<file path="src/rtl/dma_axi_master_buf_if.sv">
// AXI4 master-side channel bundle for the buffered DMA burst master.
// Signal names keep the AXI channel naming of the bus they connect to.
interface dma_axi_master_buf_if #(
  parameter int unsigned ADDR_W = 32,
  parameter int unsigned DATA_W = 32,
  parameter int unsigned LEN_W  = 4,
  parameter int unsigned ID_W   = 4
);
  logic [ID_W-1:0]     AWID_M;
  logic [ADDR_W-1:0]   AWADDR_M;
  logic [LEN_W-1:0]    AWLEN_M;
  logic [2:0]          AWSIZE_M;
  logic [1:0]          AWBURST_M;
  logic                AWVALID_M;
  logic                AWREADY_M;

  logic [DATA_W-1:0]   WDATA_M;
  logic [DATA_W/8-1:0] WSTRB_M;
  logic                WLAST_M;
  logic                WVALID_M;
  logic                WREADY_M;

  logic [ID_W-1:0]     BID_M;
  logic [1:0]          BRESP_M;
  logic                BVALID_M;
  logic                BREADY_M;

  logic [ID_W-1:0]     ARID_M;
  logic [ADDR_W-1:0]   ARADDR_M;
  logic [LEN_W-1:0]    ARLEN_M;
  logic [2:0]          ARSIZE_M;
  logic [1:0]          ARBURST_M;
  logic                ARVALID_M;
  logic                ARREADY_M;

  logic [ID_W-1:0]     RID_M;
  logic [DATA_W-1:0]   RDATA_M;
  logic [1:0]          RRESP_M;
  logic                RLAST_M;
  logic                RVALID_M;
  logic                RREADY_M;

  modport master (
    output AWID_M, AWADDR_M, AWLEN_M, AWSIZE_M, AWBURST_M, AWVALID_M,
    input  AWREADY_M,
    output WDATA_M, WSTRB_M, WLAST_M, WVALID_M,
    input  WREADY_M,
    input  BID_M, BRESP_M, BVALID_M,
    output BREADY_M,
    output ARID_M, ARADDR_M, ARLEN_M, ARSIZE_M, ARBURST_M, ARVALID_M,
    input  ARREADY_M,
    input  RID_M, RDATA_M, RRESP_M, RLAST_M, RVALID_M,
    output RREADY_M
  );

  modport slave (
    input  AWID_M, AWADDR_M, AWLEN_M, AWSIZE_M, AWBURST_M, AWVALID_M,
    output AWREADY_M,
    input  WDATA_M, WSTRB_M, WLAST_M, WVALID_M,
    output WREADY_M,
    output BID_M, BRESP_M, BVALID_M,
    input  BREADY_M,
    input  ARID_M, ARADDR_M, ARLEN_M, ARSIZE_M, ARBURST_M, ARVALID_M,
    output ARREADY_M,
    output RID_M, RDATA_M, RRESP_M, RLAST_M, RVALID_M,
    input  RREADY_M
  );
endinterface

</file>
<file path="src/rtl/dma_axi_master_buf.sv">
// Buffered AXI4 burst master: independent read/write FSMs, each with a data FIFO
// decoupling the DMA-side stream from the AXI handshake.
module dma_axi_master_buf #(
  parameter int unsigned ADDR_W      = 32,
  parameter int unsigned DATA_W      = 32,
  parameter int unsigned LEN_W       = 4,
  parameter int unsigned ID_W        = 4,
  parameter int unsigned ID_VAL      = 0,
  parameter int unsigned RFIFO_DEPTH = 4,
  parameter int unsigned WFIFO_DEPTH = 4
) (
  input  logic              ACLK,
  input  logic              ARESET,

  input  logic              i_rd_req,
  output logic              o_rd_req_rdy,
  input  logic [ADDR_W-1:0] i_rd_addr,
  input  logic [LEN_W-1:0]  i_rd_len,
  output logic              o_rd_valid,
  input  logic              i_rd_ready,
  output logic [DATA_W-1:0] o_rd_data,
  output logic              o_rd_last,
  output logic              o_rd_err,

  input  logic              i_wr_req,
  output logic              o_wr_req_rdy,
  input  logic [ADDR_W-1:0] i_wr_addr,
  input  logic [LEN_W-1:0]  i_wr_len,
  input  logic              i_wd_valid,
  output logic              o_wd_ready,
  input  logic [DATA_W-1:0] i_wd_data,
  output logic              o_wr_done,
  output logic              o_wr_err,

  output logic              o_rd_idle,
  output logic              o_wr_idle,

  dma_axi_master_buf_if.master axi
);

  localparam int unsigned RAW = $clog2(RFIFO_DEPTH);
  localparam int unsigned WAW = $clog2(WFIFO_DEPTH);
  localparam logic [2:0]  AXSIZE = 3'($clog2(DATA_W/8));
  localparam logic [1:0]  BURST_INCR = 2'b01;
  localparam logic [RAW:0]   RPTR_ONE = (RAW+1)'(1);
  localparam logic [WAW:0]   WPTR_ONE = (WAW+1)'(1);
  localparam logic [LEN_W:0] CNT_ONE  = (LEN_W+1)'(1);

  typedef enum logic [1:0] {RD_IDLE, RD_AR, RD_DATA} rd_state_t;
  typedef enum logic [1:0] {WR_IDLE, WR_AW, WR_W, WR_B} wr_state_t;

  // ---------------------------------------------------------------- read path
  rd_state_t         rd_state, rd_next;
  logic [ADDR_W-1:0] rd_addr_q;
  logic [LEN_W-1:0]  rd_len_q;

  logic [DATA_W+1:0] rmem [RFIFO_DEPTH];
  logic [RAW:0]      rwp, rrp;
  logic              rfull, rempty, rpush, rpop;
  logic [DATA_W+1:0] rhead;

  assign rfull  = (rwp[RAW] != rrp[RAW]) && (rwp[RAW-1:0] == rrp[RAW-1:0]);
  assign rempty = (rwp == rrp);
  assign rpush  = axi.RVALID_M && axi.RREADY_M;
  assign rpop   = !rempty && i_rd_ready;
  assign rhead  = rmem[rrp[RAW-1:0]];

  always_ff @(posedge ACLK or posedge ARESET) begin
    if (ARESET) rd_state <= RD_IDLE;
    else        rd_state <= rd_next;
  end

  always_ff @(posedge ACLK or posedge ARESET) begin
    if (ARESET) begin
      rd_addr_q <= '0;
      rd_len_q  <= '0;
    end else if (i_rd_req && rd_state == RD_IDLE) begin
      rd_addr_q <= i_rd_addr;
      rd_len_q  <= i_rd_len;
    end
  end

  always_comb begin
    rd_next       = rd_state;
    o_rd_req_rdy  = 1'b0;
    axi.ARVALID_M = 1'b0;
    axi.RREADY_M  = 1'b0;
    case (rd_state)
      RD_IDLE: begin
        o_rd_req_rdy = 1'b1;
        if (i_rd_req) rd_next = RD_AR;
      end
      RD_AR: begin
        axi.ARVALID_M = 1'b1;
        if (axi.ARREADY_M) rd_next = RD_DATA;
      end
      RD_DATA: begin
        axi.RREADY_M = !rfull;
        if (axi.RVALID_M && !rfull && axi.RLAST_M) rd_next = RD_IDLE;
      end
      default: rd_next = RD_IDLE;
    endcase
  end

  always_ff @(posedge ACLK or posedge ARESET) begin
    if (ARESET) begin
      rwp <= '0;
      rrp <= '0;
    end else begin
      if (rpush) rwp <= rwp + RPTR_ONE;
      if (rpop)  rrp <= rrp + RPTR_ONE;
    end
  end

  // Storage needs no reset: outputs are masked while the FIFO is empty.
  always_ff @(posedge ACLK) begin
    if (rpush) rmem[rwp[RAW-1:0]] <= {axi.RDATA_M, axi.RLAST_M, axi.RRESP_M[1]};
  end

  assign o_rd_valid = !rempty;
  assign o_rd_data  = rempty ? '0 : rhead[DATA_W+1:2];
  assign o_rd_last  = !rempty && rhead[1];
  assign o_rd_err   = !rempty && rhead[0];
  assign o_rd_idle  = (rd_state == RD_IDLE) && rempty;

  assign axi.ARID_M    = ID_W'(ID_VAL);
  assign axi.ARADDR_M  = rd_addr_q;
  assign axi.ARLEN_M   = rd_len_q;
  assign axi.ARSIZE_M  = AXSIZE;
  assign axi.ARBURST_M = BURST_INCR;

  // --------------------------------------------------------------- write path
  wr_state_t         wr_state, wr_next;
  logic [ADDR_W-1:0] wr_addr_q;
  logic [LEN_W-1:0]  wr_len_q;
  logic [LEN_W:0]    push_cnt, send_cnt;
  logic              wr_accept;

  logic [DATA_W-1:0] wmem [WFIFO_DEPTH];
  logic [WAW:0]      wwp, wrp;
  logic              wfull, wempty, wpush, wpop, wvalid, wlast, b_hs;

  assign wr_accept = i_wr_req && (wr_state == WR_IDLE);
  assign wfull  = (wwp[WAW] != wrp[WAW]) && (wwp[WAW-1:0] == wrp[WAW-1:0]);
  assign wempty = (wwp == wrp);

  // Counters are one bit wider than len so a max-length burst ends at len+1 without wrapping.
  assign o_wd_ready = (wr_state != WR_IDLE) && !wfull && (push_cnt <= {1'b0, wr_len_q});
  assign wpush  = i_wd_valid && o_wd_ready;
  assign wvalid = (wr_state == WR_W) && !wempty;
  assign wlast  = wvalid && (send_cnt == {1'b0, wr_len_q});
  assign wpop   = wvalid && axi.WREADY_M;
  assign b_hs   = axi.BVALID_M && axi.BREADY_M;

  always_ff @(posedge ACLK or posedge ARESET) begin
    if (ARESET) wr_state <= WR_IDLE;
    else        wr_state <= wr_next;
  end

  always_comb begin
    wr_next       = wr_state;
    o_wr_req_rdy  = 1'b0;
    axi.AWVALID_M = 1'b0;
    axi.BREADY_M  = 1'b0;
    case (wr_state)
      WR_IDLE: begin
        o_wr_req_rdy = 1'b1;
        if (i_wr_req) wr_next = WR_AW;
      end
      WR_AW: begin
        axi.AWVALID_M = 1'b1;
        if (axi.AWREADY_M) wr_next = WR_W;
      end
      WR_W: begin
        if (wpop && wlast) wr_next = WR_B;
      end
      WR_B: begin
        axi.BREADY_M = 1'b1;
        if (axi.BVALID_M) wr_next = WR_IDLE;
      end
      default: wr_next = WR_IDLE;
    endcase
  end

  always_ff @(posedge ACLK or posedge ARESET) begin
    if (ARESET) begin
      wr_addr_q <= '0;
      wr_len_q  <= '0;
      push_cnt  <= '0;
      send_cnt  <= '0;
    end else if (wr_accept) begin
      wr_addr_q <= i_wr_addr;
      wr_len_q  <= i_wr_len;
      push_cnt  <= '0;
      send_cnt  <= '0;
    end else begin
      if (wpush) push_cnt <= push_cnt + CNT_ONE;
      if (wpop)  send_cnt <= send_cnt + CNT_ONE;
    end
  end

  always_ff @(posedge ACLK or posedge ARESET) begin
    if (ARESET) begin
      wwp <= '0;
      wrp <= '0;
    end else begin
      if (wpush) wwp <= wwp + WPTR_ONE;
      if (wpop)  wrp <= wrp + WPTR_ONE;
    end
  end

  always_ff @(posedge ACLK) begin
    if (wpush) wmem[wwp[WAW-1:0]] <= i_wd_data;
  end

  always_ff @(posedge ACLK or posedge ARESET) begin
    if (ARESET) begin
      o_wr_done <= 1'b0;
      o_wr_err  <= 1'b0;
    end else begin
      o_wr_done <= b_hs;
      o_wr_err  <= b_hs && axi.BRESP_M[1];
    end
  end

  assign o_wr_idle = (wr_state == WR_IDLE);

  assign axi.AWID_M    = ID_W'(ID_VAL);
  assign axi.AWADDR_M  = wr_addr_q;
  assign axi.AWLEN_M   = wr_len_q;
  assign axi.AWSIZE_M  = AXSIZE;
  assign axi.AWBURST_M = BURST_INCR;
  assign axi.WVALID_M  = wvalid;
  assign axi.WDATA_M   = wvalid ? wmem[wrp[WAW-1:0]] : '0;
  assign axi.WLAST_M   = wlast;
  assign axi.WSTRB_M   = '1;

  logic unused_axi;
  assign unused_axi = ^{axi.RID_M, axi.BID_M, axi.RRESP_M[0], axi.BRESP_M[0]};

endmodule
</file>
<file path="src/flat_wrapper.sv">
// flat-port wrapper written by rule: the top's interface ports become plain ports
module dma_axi_master_buf_flat 
#(
  parameter int unsigned ADDR_W      = 32,
  parameter int unsigned DATA_W      = 32,
  parameter int unsigned LEN_W       = 4,
  parameter int unsigned ID_W        = 4,
  parameter int unsigned ID_VAL      = 0,
  parameter int unsigned RFIFO_DEPTH = 4,
  parameter int unsigned WFIFO_DEPTH = 4
)
  (ACLK, ARESET, i_rd_req, o_rd_req_rdy, i_rd_addr, i_rd_len, o_rd_valid, i_rd_ready, o_rd_data, o_rd_last, o_rd_err, i_wr_req, o_wr_req_rdy, i_wr_addr, i_wr_len, i_wd_valid, o_wd_ready, i_wd_data, o_wr_done, o_wr_err, o_rd_idle, o_wr_idle, axi_AWID_M, axi_AWADDR_M, axi_AWLEN_M, axi_AWSIZE_M, axi_AWBURST_M, axi_AWVALID_M, axi_AWREADY_M, axi_WDATA_M, axi_WSTRB_M, axi_WLAST_M, axi_WVALID_M, axi_WREADY_M, axi_BID_M, axi_BRESP_M, axi_BVALID_M, axi_BREADY_M, axi_ARID_M, axi_ARADDR_M, axi_ARLEN_M, axi_ARSIZE_M, axi_ARBURST_M, axi_ARVALID_M, axi_ARREADY_M, axi_RID_M, axi_RDATA_M, axi_RRESP_M, axi_RLAST_M, axi_RVALID_M, axi_RREADY_M);
  dma_axi_master_buf_if #(.ADDR_W(ADDR_W), .DATA_W(DATA_W), .LEN_W(LEN_W), .ID_W(ID_W)) axi_i ();
  input  logic ACLK;
  input  logic ARESET;
  input  logic i_rd_req;
  output logic o_rd_req_rdy;
  input  logic [ADDR_W-1:0] i_rd_addr;
  input  logic [LEN_W-1:0] i_rd_len;
  output logic o_rd_valid;
  input  logic i_rd_ready;
  output logic [DATA_W-1:0] o_rd_data;
  output logic o_rd_last;
  output logic o_rd_err;
  input  logic i_wr_req;
  output logic o_wr_req_rdy;
  input  logic [ADDR_W-1:0] i_wr_addr;
  input  logic [LEN_W-1:0] i_wr_len;
  input  logic i_wd_valid;
  output logic o_wd_ready;
  input  logic [DATA_W-1:0] i_wd_data;
  output logic o_wr_done;
  output logic o_wr_err;
  output logic o_rd_idle;
  output logic o_wr_idle;
  output wire logic [$bits(axi_i.AWID_M)-1:0] axi_AWID_M;
  output wire logic [$bits(axi_i.AWADDR_M)-1:0] axi_AWADDR_M;
  output wire logic [$bits(axi_i.AWLEN_M)-1:0] axi_AWLEN_M;
  output wire logic [$bits(axi_i.AWSIZE_M)-1:0] axi_AWSIZE_M;
  output wire logic [$bits(axi_i.AWBURST_M)-1:0] axi_AWBURST_M;
  output wire logic [$bits(axi_i.AWVALID_M)-1:0] axi_AWVALID_M;
  input wire logic [$bits(axi_i.AWREADY_M)-1:0] axi_AWREADY_M;
  output wire logic [$bits(axi_i.WDATA_M)-1:0] axi_WDATA_M;
  output wire logic [$bits(axi_i.WSTRB_M)-1:0] axi_WSTRB_M;
  output wire logic [$bits(axi_i.WLAST_M)-1:0] axi_WLAST_M;
  output wire logic [$bits(axi_i.WVALID_M)-1:0] axi_WVALID_M;
  input wire logic [$bits(axi_i.WREADY_M)-1:0] axi_WREADY_M;
  input wire logic [$bits(axi_i.BID_M)-1:0] axi_BID_M;
  input wire logic [$bits(axi_i.BRESP_M)-1:0] axi_BRESP_M;
  input wire logic [$bits(axi_i.BVALID_M)-1:0] axi_BVALID_M;
  output wire logic [$bits(axi_i.BREADY_M)-1:0] axi_BREADY_M;
  output wire logic [$bits(axi_i.ARID_M)-1:0] axi_ARID_M;
  output wire logic [$bits(axi_i.ARADDR_M)-1:0] axi_ARADDR_M;
  output wire logic [$bits(axi_i.ARLEN_M)-1:0] axi_ARLEN_M;
  output wire logic [$bits(axi_i.ARSIZE_M)-1:0] axi_ARSIZE_M;
  output wire logic [$bits(axi_i.ARBURST_M)-1:0] axi_ARBURST_M;
  output wire logic [$bits(axi_i.ARVALID_M)-1:0] axi_ARVALID_M;
  input wire logic [$bits(axi_i.ARREADY_M)-1:0] axi_ARREADY_M;
  input wire logic [$bits(axi_i.RID_M)-1:0] axi_RID_M;
  input wire logic [$bits(axi_i.RDATA_M)-1:0] axi_RDATA_M;
  input wire logic [$bits(axi_i.RRESP_M)-1:0] axi_RRESP_M;
  input wire logic [$bits(axi_i.RLAST_M)-1:0] axi_RLAST_M;
  input wire logic [$bits(axi_i.RVALID_M)-1:0] axi_RVALID_M;
  output wire logic [$bits(axi_i.RREADY_M)-1:0] axi_RREADY_M;
  assign axi_AWID_M = axi_i.AWID_M;
  assign axi_AWADDR_M = axi_i.AWADDR_M;
  assign axi_AWLEN_M = axi_i.AWLEN_M;
  assign axi_AWSIZE_M = axi_i.AWSIZE_M;
  assign axi_AWBURST_M = axi_i.AWBURST_M;
  assign axi_AWVALID_M = axi_i.AWVALID_M;
  assign axi_i.AWREADY_M = axi_AWREADY_M;
  assign axi_WDATA_M = axi_i.WDATA_M;
  assign axi_WSTRB_M = axi_i.WSTRB_M;
  assign axi_WLAST_M = axi_i.WLAST_M;
  assign axi_WVALID_M = axi_i.WVALID_M;
  assign axi_i.WREADY_M = axi_WREADY_M;
  assign axi_i.BID_M = axi_BID_M;
  assign axi_i.BRESP_M = axi_BRESP_M;
  assign axi_i.BVALID_M = axi_BVALID_M;
  assign axi_BREADY_M = axi_i.BREADY_M;
  assign axi_ARID_M = axi_i.ARID_M;
  assign axi_ARADDR_M = axi_i.ARADDR_M;
  assign axi_ARLEN_M = axi_i.ARLEN_M;
  assign axi_ARSIZE_M = axi_i.ARSIZE_M;
  assign axi_ARBURST_M = axi_i.ARBURST_M;
  assign axi_ARVALID_M = axi_i.ARVALID_M;
  assign axi_i.ARREADY_M = axi_ARREADY_M;
  assign axi_i.RID_M = axi_RID_M;
  assign axi_i.RDATA_M = axi_RDATA_M;
  assign axi_i.RRESP_M = axi_RRESP_M;
  assign axi_i.RLAST_M = axi_RLAST_M;
  assign axi_i.RVALID_M = axi_RVALID_M;
  assign axi_RREADY_M = axi_i.RREADY_M;
  dma_axi_master_buf #(.ADDR_W(ADDR_W), .DATA_W(DATA_W), .LEN_W(LEN_W), .ID_W(ID_W), .ID_VAL(ID_VAL), .RFIFO_DEPTH(RFIFO_DEPTH), .WFIFO_DEPTH(WFIFO_DEPTH)) u_core (.ACLK(ACLK), .ARESET(ARESET), .i_rd_req(i_rd_req), .o_rd_req_rdy(o_rd_req_rdy), .i_rd_addr(i_rd_addr), .i_rd_len(i_rd_len), .o_rd_valid(o_rd_valid), .i_rd_ready(i_rd_ready), .o_rd_data(o_rd_data), .o_rd_last(o_rd_last), .o_rd_err(o_rd_err), .i_wr_req(i_wr_req), .o_wr_req_rdy(o_wr_req_rdy), .i_wr_addr(i_wr_addr), .i_wr_len(i_wr_len), .i_wd_valid(i_wd_valid), .o_wd_ready(o_wd_ready), .i_wd_data(i_wd_data), .o_wr_done(o_wr_done), .o_wr_err(o_wr_err), .o_rd_idle(o_rd_idle), .o_wr_idle(o_wr_idle), .axi(axi_i));
endmodule
</file>
<file path="config.mk">
export PLATFORM = sky130hd
export DESIGN_NAME = dma_axi_master_buf_flat
export DESIGN_NICKNAME = d
export VERILOG_FILES = /design/src/rtl/dma_axi_master_buf_if.sv /design/src/rtl/dma_axi_master_buf.sv /design/src/flat_wrapper.sv
export SDC_FILE = /design/constraint.sdc
export NUM_CORES = 1
export LEC_CHECK = 0
export BUFFER_PORTS_ARGS = -buffer_cell sky130_fd_sc_hd__buf_2
export CAP_MARGIN = 30
export CORE_ASPECT_RATIO = 0.6
export CORE_MARGIN = 10
export CORE_UTILIZATION = 49
export CTS_CLUSTER_DIAMETER = 40
export DETAILED_ROUTE_END_ITERATION = 6
export PLACE_DENSITY = 0.76
export SKIP_LAST_GASP = 1
export SYNTH_ARGS = -nofsm -noshare
export SYNTH_HDL_FRONTEND = slang
export SYNTH_SLANG_ARGS = --single-unit
</file>
<file path="constraint.sdc">
create_clock -name ACLK -period 2.7 [get_ports ACLK]
set_input_delay 0.27 -clock ACLK [delete_from_list [all_inputs] [get_ports ACLK]]
set_output_delay 0.27 -clock ACLK [all_outputs]
set_load 0.005 [all_outputs]
</file>
-- After elaboration in Yosys (flattened, before gate mapping)
Memory sizes are Yosys's and may differ from the RTL's.
Index checks and enable logic that the tools add are counted.
- bitwise gates (word level): 0
- reduce and logical (&&, ||, !) cells: 31
- add/sub/neg operators: 6
- multiply operators: 0
- $lt $le $gt $ge: 1
- multiplexer cells: 25
- shifts and indexed selects: 0
- divide/modulo/power cells: 0
- eq/ne operators: 19
- operators with widths (cell ; number):
    32-bit 2-to-1 mux ; 2
    1-bit logical AND ; 20
    5-bit 2-to-1 mux ; 4
    2-bit 2-to-1 mux ; 7
    3-bit by 1-bit adder with 3-bit output, second input constant ; 4
    2-bit inequality test, second input constant ; 6
    5-bit by 1-bit adder with 5-bit output, second input constant ; 2
    1-bit 2-to-1 mux ; 10
    2-bit case mux with 4 select lines ; 1
    2-bit equality test, second input constant ; 3
    3-bit equality test ; 2
    2-bit case mux with 3 select lines ; 1
    2-bit nonzero test ; 3
    5-bit by 4-bit equality test with 1-bit output ; 1
    5-bit by 4-bit <= comparator with 1-bit output ; 1
    2-bit by 1-bit equality test with 1-bit output, second input constant ; 2
    2-bit equality test ; 2
    1-bit zero test ; 4
    2-bit zero test ; 2
    4-bit AND reduction ; 1
    3-bit AND reduction ; 1
    1-bit inequality test ; 2
    2-bit by 1-bit inequality test with 1-bit output, second input constant ; 1
- memory bits (writable): 264
- memories: 2
- output and inout bits: 174
- register bits after elaboration: 100
- bits of input ports: 160
- latch bits: 0
- ROM bits: 0
- logic and storage cells: 98
- memories (memory ; depth ; width ; read ports ; clocked after Yosys merged registers in ; write ports ; RTL line ; source):
    u_core.rmem ; 4 ; 34 ; 1 ; 0 ; 1 ; dma_axi_master_buf.sv:57 ; logic [DATA_W+1:0] rmem [RFIFO_DEPTH];
    u_core.wmem ; 4 ; 32 ; 1 ; 0 ; 1 ; dma_axi_master_buf.sv:139 ; logic [DATA_W-1:0] wmem [WFIFO_DEPTH];

-- Longest topological paths before layout
Gate-level depths: netlist of the first run.
- word-level depth: 8
- gate-level depth with buffers: 8
- mapped depth without buffers: 7

-- Least setup slack after synthesis of the first run
OpenSTA, ideal clock, no wires.
- path type: reg2reg
- start: register u_core.wr_len_q[3] (netlist: u_core.axi.AWLEN_M[3])
- end: memory u_core.wmem[0][0], enable pin
- clock period less this slack: 2762 ps
- arrival: 2370 ps
- cell stages (with the launch flop): 8
- path buffers: 1
- required time: 2308 ps
- setup time: 392 ps
- path slack: -62 ps
- cells stage by stage: dfrtp_1 -> inv_1 -> ha_1 -> a211oi_1 -> and3_1 -> o221a_2 -> buf_2 -> and2_1
- longest elaborated chain between the ends: 5
- ends and longest elaborated chain (what ; RTL line ; source):
    start, declared ; dma_axi_master_buf.sv:135 ; logic [LEN_W-1:0] wr_len_q;
    start signal, assigned ; dma_axi_master_buf.sv:193 ; wr_len_q <= i_wr_len;
    5-bit by 4-bit <= comparator with 1-bit output ; dma_axi_master_buf.sv:148 ; assign o_wd_ready = (wr_state != WR_IDLE) && !wfull && (push_cnt <= {1'b0, wr_len_q});
    1-bit logical AND ; dma_axi_master_buf.sv:148 ;
    1-bit logical AND ; dma_axi_master_buf.sv:149 ; assign wpush = i_wd_valid && o_wd_ready;
    1-bit 2-to-1 mux ; dma_axi_master_buf.sv:213 ; if (wpush) wmem[wwp[WAW-1:0]] <= i_wd_data;
    1-bit 2-to-1 mux (implied by the code) ; dma_axi_master_buf.sv:213 ;
    end, declared ; dma_axi_master_buf.sv:139 ;
Every way passes these cells.

-- Worst setup path after layout of the first run
- start: register u_core.wrp[2]
- end: output port axi_WLAST_M
- longest elaborated chain between the ends: 4
- ends and longest elaborated chain (what ; RTL line ; source):
    start, declared ; dma_axi_master_buf.sv:140 ; logic [WAW:0] wwp, wrp;
    start signal, assigned ; dma_axi_master_buf.sv:208 ; if (wpop) wrp <= wrp + WPTR_ONE;
    3-bit equality test ; dma_axi_master_buf.sv:145 ; assign wempty = (wwp == wrp);
    1-bit zero test ; dma_axi_master_buf.sv:150 ; assign wvalid = (wr_state == WR_W) && !wempty;
    1-bit logical AND ; dma_axi_master_buf.sv:150 ;
    1-bit logical AND ; dma_axi_master_buf.sv:151 ; assign wlast = wvalid && (send_cnt == {1'b0, wr_len_q});
    end, declared ; flat_wrapper.sv:45 ; output wire logic [$bits(axi_i.WLAST_M)-1:0] axi_WLAST_M;
Every way passes these cells.

==> flow_summary.yaml, run 1 <==
routing:
  drt_first_iter_violations: 587
  ant_nets: 0
  vias_per_cell: 5.17
  wl_mm: 37.2
  drtPass1Iterations: 4
  vias: 9007
  wire_per_inst_um: 21.3
  drc: 0
power:
  ir_drop_v: 0.000713
  power.share.combinational_pct: 35.2
  pwr-share-seq_pct: 38.8
  netSwitchingFraction_pct: 32.0
  power_density_mw_per_mm2: 1070
  intPower_mw: 13.9
  power.static_leakage_nw: 7.94
  power.clock.fraction_pct: 26.0
  switchingPower_mw: 6.57
  finalPower_mw: 20.5
floorplanning:
  boundaryPins: 334
  fp.coreArea_mm2: 0.0289
  die_w_um: 242
  floorplan.die_area_mm2: 0.0371
  die_h_um: 153
  initial_utilization_pct: 50.2
  rows: 48
synth:
  synth.distinct_cells: 39
  synth_top_area_share_pct: 54.6
  synth.avg_cell_area_um2: 17.1
  synth_top_cell_by_area: "edfxtp_1"
  ys_warn_count: 0
  ys_seq_area_share_pct: 71.8
  synthTopCellsByArea: "edfxtp_1, dfrtp_1, mux4_2, nand2_1, mux2_2"
  synth_xor_area_share_pct: 1.49
  synth_flop_cell: "edfxtp_1"
  synth_compound_area_share_pct: 1.20
  synth_most_common_cell: "edfxtp_1"
  synthArstFlopShare_pct: 27.5
  synth_common_cells: "edfxtp_1, nand2_1, dfrtp_1"
  synthSimpleGateAreaFrac_pct: 7.56
  synth_top_family_by_area: "multiplexers"
  synth_edf_count: 264
  netlist_area_mm2: 0.0145
  synthCells: 847
  ys_seq_elements: 364
  synthMuxAreaShare_pct: 13.3
  synthAdderAreaFrac_pct: 1.72
timing:
  worstMarginPinSlew_ns: 0.879
  rsz0062_at_grt: "no"
  setup_viol: 0
  slew_viol_final: 0
  fin_worst_skew_ns: 0.0285
  hold_viol: 0
  max-slew-margin-rel_pct: 41.3
  period_share_pct: 94.8
  min_period_ns: 2.56
  fmax_mhz: 391
  fin_setup_tns_ns: 0
cts:
  cts_tree: "done"
  cts_setup_buffers: 0
  clock-sinks: 364
  numCtsBuffers: 38
  cts_root_buf: "clkbuf_16"
  cts_max_level: 2
  post_cts_resized: 0
  clk_pin_slew_ns: 0.06
  clk_latency_ns: 0.52
  clockBufferDepth: 3
global_routing:
  grt_pass1_wl_mm: 57.7
  grt_max_degree: 52
  overflow: 0
  antenna_found_initial: 4
  grtUsageTotal_pct: 19.6
  grt_pass1_vias: 9896
final_layout:
  drive_gt1_share_pct: 37.6
  n_fill_cell: 1936
  syn2layout_area_growth_pct: 32.6
  finalNetCount: 1490
critical_path:
  reg2reg_slack_ns: 0.36
  cp_max_fo: 35
  crit_end: "axi_WLAST_M"
  worstPathRequired_ns: 2.43
  critical_path.startpoint_type: "flop"
  path_class: "flop to output pin"
  cp-startpoint: "u_core.wrp[2]"
  r2r_cells: 7
  end_kind: "output pin"
  arrival_ns: 2.29
  regToRegStartpoint: "u_core.axi.AWLEN_M[3]"
  worst_r2r_endpoint: "u_core.wmem[0][16]"
flow_run:
  cap_violations: 0
min_path:
  holdCritPathClass: "input pin to flop"
  hold_depth: 3
place:
  gp_congestion: 0.789
  port_buffers: 301
  dpl.hpwl_mm: 23.5
run_status:
  status: "finished clean"
metrics by stage:
step           std cells  utilization [%]  cell area (um2)  setup WS [ns]  hold WS (ns)
4_1_cts             1737             66.4            19200          0.130        0.0148
5_1_grt             1741             66.5            19200         0.0243        0.0738
3_3_place_gp        1528             57.1            16500          0.435         0.454
2_1_floorplan        867                -            14600          0.109         0.369
3_5_place_dp        1528             57.1            16500          0.385         0.459
6_report            1742             66.5            19300          0.141        0.0478
worst min-delay path by stage:
stage / to / startpoint / slack [ns]
after floorplan: u_core.rmem[0][0] / axi_RRESP_M[1] / 0.37
after global routing: u_core.rrp[0] / i_rd_ready / 0.07
after global placement: u_core.axi.AWADDR_M[0] / u_core.axi.AWADDR_M[0] / 0.45
after detailed placement: u_core.axi.AWADDR_M[21] / u_core.axi.AWADDR_M[21] / 0.46
final: u_core.rrp[0] / i_rd_ready / 0.05
after CTS: u_core.o_wr_err / axi_BRESP_M[1] / 0.01
kinds of logic after synthesis:
logic type,Yosys count
flops,364
xor+xnor,23
simple gates,229
other cells,2
fa+ha+maj,20
mux,105
buf+inv,82
compound gates,22
state kept, by name (all words and copies together), names as in the netlist, 4 cells and up:
register,flops
u_core.push_cnt,5
u_core.wmem,128
u_core.axi.AWADDR_M,32
u_core.axi.ARLEN_M,4
u_core.axi.AWLEN_M,4
u_core.axi.ARADDR_M,32
u_core.rmem,136
u_core.send_cnt,5
worst max-delay path: stages (launching register included):
cell	delay (ns)
dfrtp_1	0.40
xnor2_1	0.53
nand3_2	0.11
buf_4	0.29
nand2_1	0.11
inv_1	0.05
and3_1	0.16
buf_2	0.12
power by group through the flow:
stage | combinational, mW | clock, mW | sequential [mW]
global placement | 6.95 | 0 | 7.94
global route | 7.91 | 5.67 | 8.08
floorplan | 4.15 | 0 | 7.95
CTS | 7.26 | 5.43 | 7.92
finish | 7.22 | 5.33 | 7.96
detailed placement | 7.06 | 0 | 7.99
cells in the final DEF (no fill, tap or decap), drive strengths merged, types with 2 or more instances in the layout:
| cell | count |
|---|---|
| a21o | 2 |
| a21oi | 3 |
| and2 | 45 |
| and3 | 36 |
| buf | 324 |
| bufinv | 4 |
| clkbuf | 46 |
| clkinv | 11 |
| clkinvlp | 3 |
| conb | 22 |
| dfrtp | 100 |
| diode | 4 |
| dlygate4sd3 | 142 |
| edfxtp | 264 |
| ha | 20 |
| inv | 23 |
| mux2 | 38 |
| mux4 | 66 |
| nand2 | 124 |
| nand3 | 6 |
| nand4 | 4 |
| nor2 | 9 |
| nor3 | 2 |
| o21ai | 8 |
| o221a | 2 |
| xnor2 | 13 |
| xor2 | 10 |
final cells by class:
type                       count  area [um2]  area share [%]
timing repair buffer         466        3200            16.6
multi-input combinational    421        3750            19.5
clock buffer                  46        1030            5.36
clock inverter                22         251            1.31
inverter                      19        75.1           0.390
sequential                   364       10400            54.2
tap                          400         500            2.60
antenna                        4        10.0          0.0520
what timing repair did:
action / CTS / global route
hold endpoints to repair: 373 / 1
hold buffers: 141 / 1
endpoints found under the setup margin: 0 / 0
per-layer routing:
metal	track usage, %	share of wire (%)
met3	5.57	7.8
met5	0	0
met1	25.3	41
met4	5.10	1.8
met2	32.3	49
(Power assumes the default switching activity.)
==> run 2: changes to the inputs <==
--- a/config.mk
+++ b/config.mk
@@ -5,14 +5,14 @@
 export SDC_FILE = /design/constraint.sdc
 export NUM_CORES = 1
 export LEC_CHECK = 0
-export BUFFER_PORTS_ARGS = -buffer_cell sky130_fd_sc_hd__buf_2
 export CAP_MARGIN = 30
 export CORE_ASPECT_RATIO = 0.6
 export CORE_MARGIN = 10
-export CORE_UTILIZATION = 49
+export CORE_UTILIZATION = 57
 export CTS_CLUSTER_DIAMETER = 40
 export DETAILED_ROUTE_END_ITERATION = 6
-export PLACE_DENSITY = 0.76
+export DONT_BUFFER_PORTS = 1
+export PLACE_DENSITY = 0.75
 export SKIP_LAST_GASP = 1
 export SYNTH_ARGS = -nofsm -noshare
 export SYNTH_HDL_FRONTEND = slang
==> run 2 against run 1 <==
Count of clock-buffer cells in the layout shrank 3. Sequential share of layout area grew 5.3 points. Sequential power increased by 3.8%. First-iteration DRC count is 9.0% higher. Critical path depth unchanged. Design area decreased by 8.9%. Combinational power down 21%. Sequential cell count stayed put. Non-clock buffer count shrank 296. Setup slack better by 0.10 ns. Wire length fell by 8.8%.
==> flow_summary.yaml, run 2 (synthesis gave the netlist of run 1 again) <==
run_status:
  status: "finished clean"
cts:
  cts_tree: "done"
  clock-sinks: 364
  cts_setup_buffers: 0
  numCtsBuffers: 35
  cts_max_level: 2
  clockBufferDepth: 3
  clk_pin_slew_ns: 0.06
  cts_root_buf: "clkbuf_16"
  clk_latency_ns: 0.51
floorplanning:
  initial_utilization_pct: 57.7
  rows: 45
  die_w_um: 226
  floorplan.die_area_mm2: 0.0325
  fp.coreArea_mm2: 0.0252
  boundaryPins: 334
  die_h_um: 144
timing:
  worstMarginPinSlew_ns: 0.625
  fmax_mhz: 408
  fin_worst_skew_ns: 0.0144
  rsz0062_at_grt: "no"
  max-slew-margin-rel_pct: 58.2
  min_period_ns: 2.45
  period_share_pct: 90.9
  hold_viol: 0
  slew_viol_final: 0
  setup_viol: 0
  fin_setup_tns_ns: 0
routing:
  drtPass1Iterations: 4
  wl_met2_mm: 16.5
  vias_per_cell: 5.72
  wire_per_inst_um: 24.8
  wl_mm: 33.9
  ant_nets: 0
  drt_first_iter_violations: 640
  vias: 7808
  drc: 0
  top_layer: "met4"
  route.met3.wl_mm: 3.22
  wl_met1_mm: 13.6
flow_run:
  cap_violations: 0
final_layout:
  finalNetCount: 1191
  final_util_pct: 69.7
  mostFrequentLayoutCell: "edfxtp_1"
  drive_gt1_share_pct: 18.7
  final_cell_mix: "edfxtp_1, dlygate4sd3_1, nand2_1"
  syn2layout_area_growth_pct: 20.8
  largest_reg_flops: 136
critical_path:
  critical_path.startpoint_type: "flop"
  worst_r2r_endpoint: "u_core.wmem[2][5]"
  reg2reg_slack_ns: 0.25
  cp-startpoint: "u_core.axi.AWLEN_M[3]"
  path_class: "flop to flop"
  regToRegStartpoint: "u_core.axi.AWLEN_M[3]"
  end_kind: "flop"
  arrival_ns: 2.65
  worstPathRequired_ns: 2.89
  cp_max_fo: 26
  r2r_cells: 7
  crit_end: "u_core.wmem[2][5]"
global_routing:
  grt_pass1_vias: 8398
  antenna_found_initial: 1
  grtUsageTotal_pct: 20.8
  grt_max_degree: 57
  overflow: 0
  grt_pass1_wl_mm: 51.2
power:
  power.static_leakage_nw: 6.62
  power_density_mw_per_mm2: 1070
  finalPower_mw: 18.8
  ir_drop_v: 0.000690
place:
  gp_congestion: 0.804
  dpl.hpwl_mm: 21.5
  port_buffers: 0
min_path:
  holdCritPathClass: "input pin to flop"
  hold_depth: 3
[run 2: how the worst min path moves through the flow]
stage | startpoint | end | slack (ns)
2_1_floorplan | axi_RRESP_M[1] | u_core.rmem[0][0] | 0.37
3_3_place_gp | ARESET | u_core.axi.ARADDR_M[21] | 0.24
3_5_place_dp | ARESET | u_core.axi.ARADDR_M[0] | 0.24
4_1_cts | axi_WREADY_M | u_core.wrp[1] | 0.01
5_1_grt | axi_WREADY_M | u_core.wrp[1] | 0.03
6_report | axi_WREADY_M | u_core.wrp[1] | 0.02
[run 2: final cells by class]
class,instances,area (um2)
clock inverter,17,198
clock buffer,43,926
multi-input combinational,421,3760
tap,329,412
inverter,19,75.1
antenna,2,5.00
timing repair buffer,170,1740
sequential,364,10400
fill,1519,7630
[run 2: layer usage]
layer,up-vias,GRT usage [%]
met2,359,33.2
met1,3981,27.3
met5,-,0
met3,49,6.65
li1,3419,-
met4,0,5.45
[run 2: critical path: stages (launching register included)]
cell,delay [ns]
dfrtp_1,0.42
inv_1,0.09
ha_1,0.36
a211oi_1,0.24
and3_1,0.24
o221a_2,0.24
and2_2,0.30
buf_12,0.23
[run 2: per-stage QoR]
stage / cell area [um2] / hold WS, ns / instances / setup WS (ns)
after floorplan: 14600 / 0.369 / 867 / 0.109
after CTS: 17500 / 0.0106 / 1363 / 0.0882
after global placement: 15000 / 0.242 / 1159 / 0.318
after global routing: 17500 / 0.0314 / 1364 / 0.131
after detailed placement: 15000 / 0.243 / 1159 / 0.301
final: 17500 / 0.0227 / 1365 / 0.246
[run 2: power by group]
part	total, mW	internal (mW)	leakage (nW)	switching, mW
Clock	4.83	2.83	0.544	2.00
Combinational	5.69	2.59	2.47	3.10
Sequential	8.26	7.33	3.61	0.929
[run 2: timing repair]
item,CTS,global route
gates resized for setup,0,1
hold buffers,144,0
hold endpoints to repair,368,0
endpoints found under the setup margin,0,2
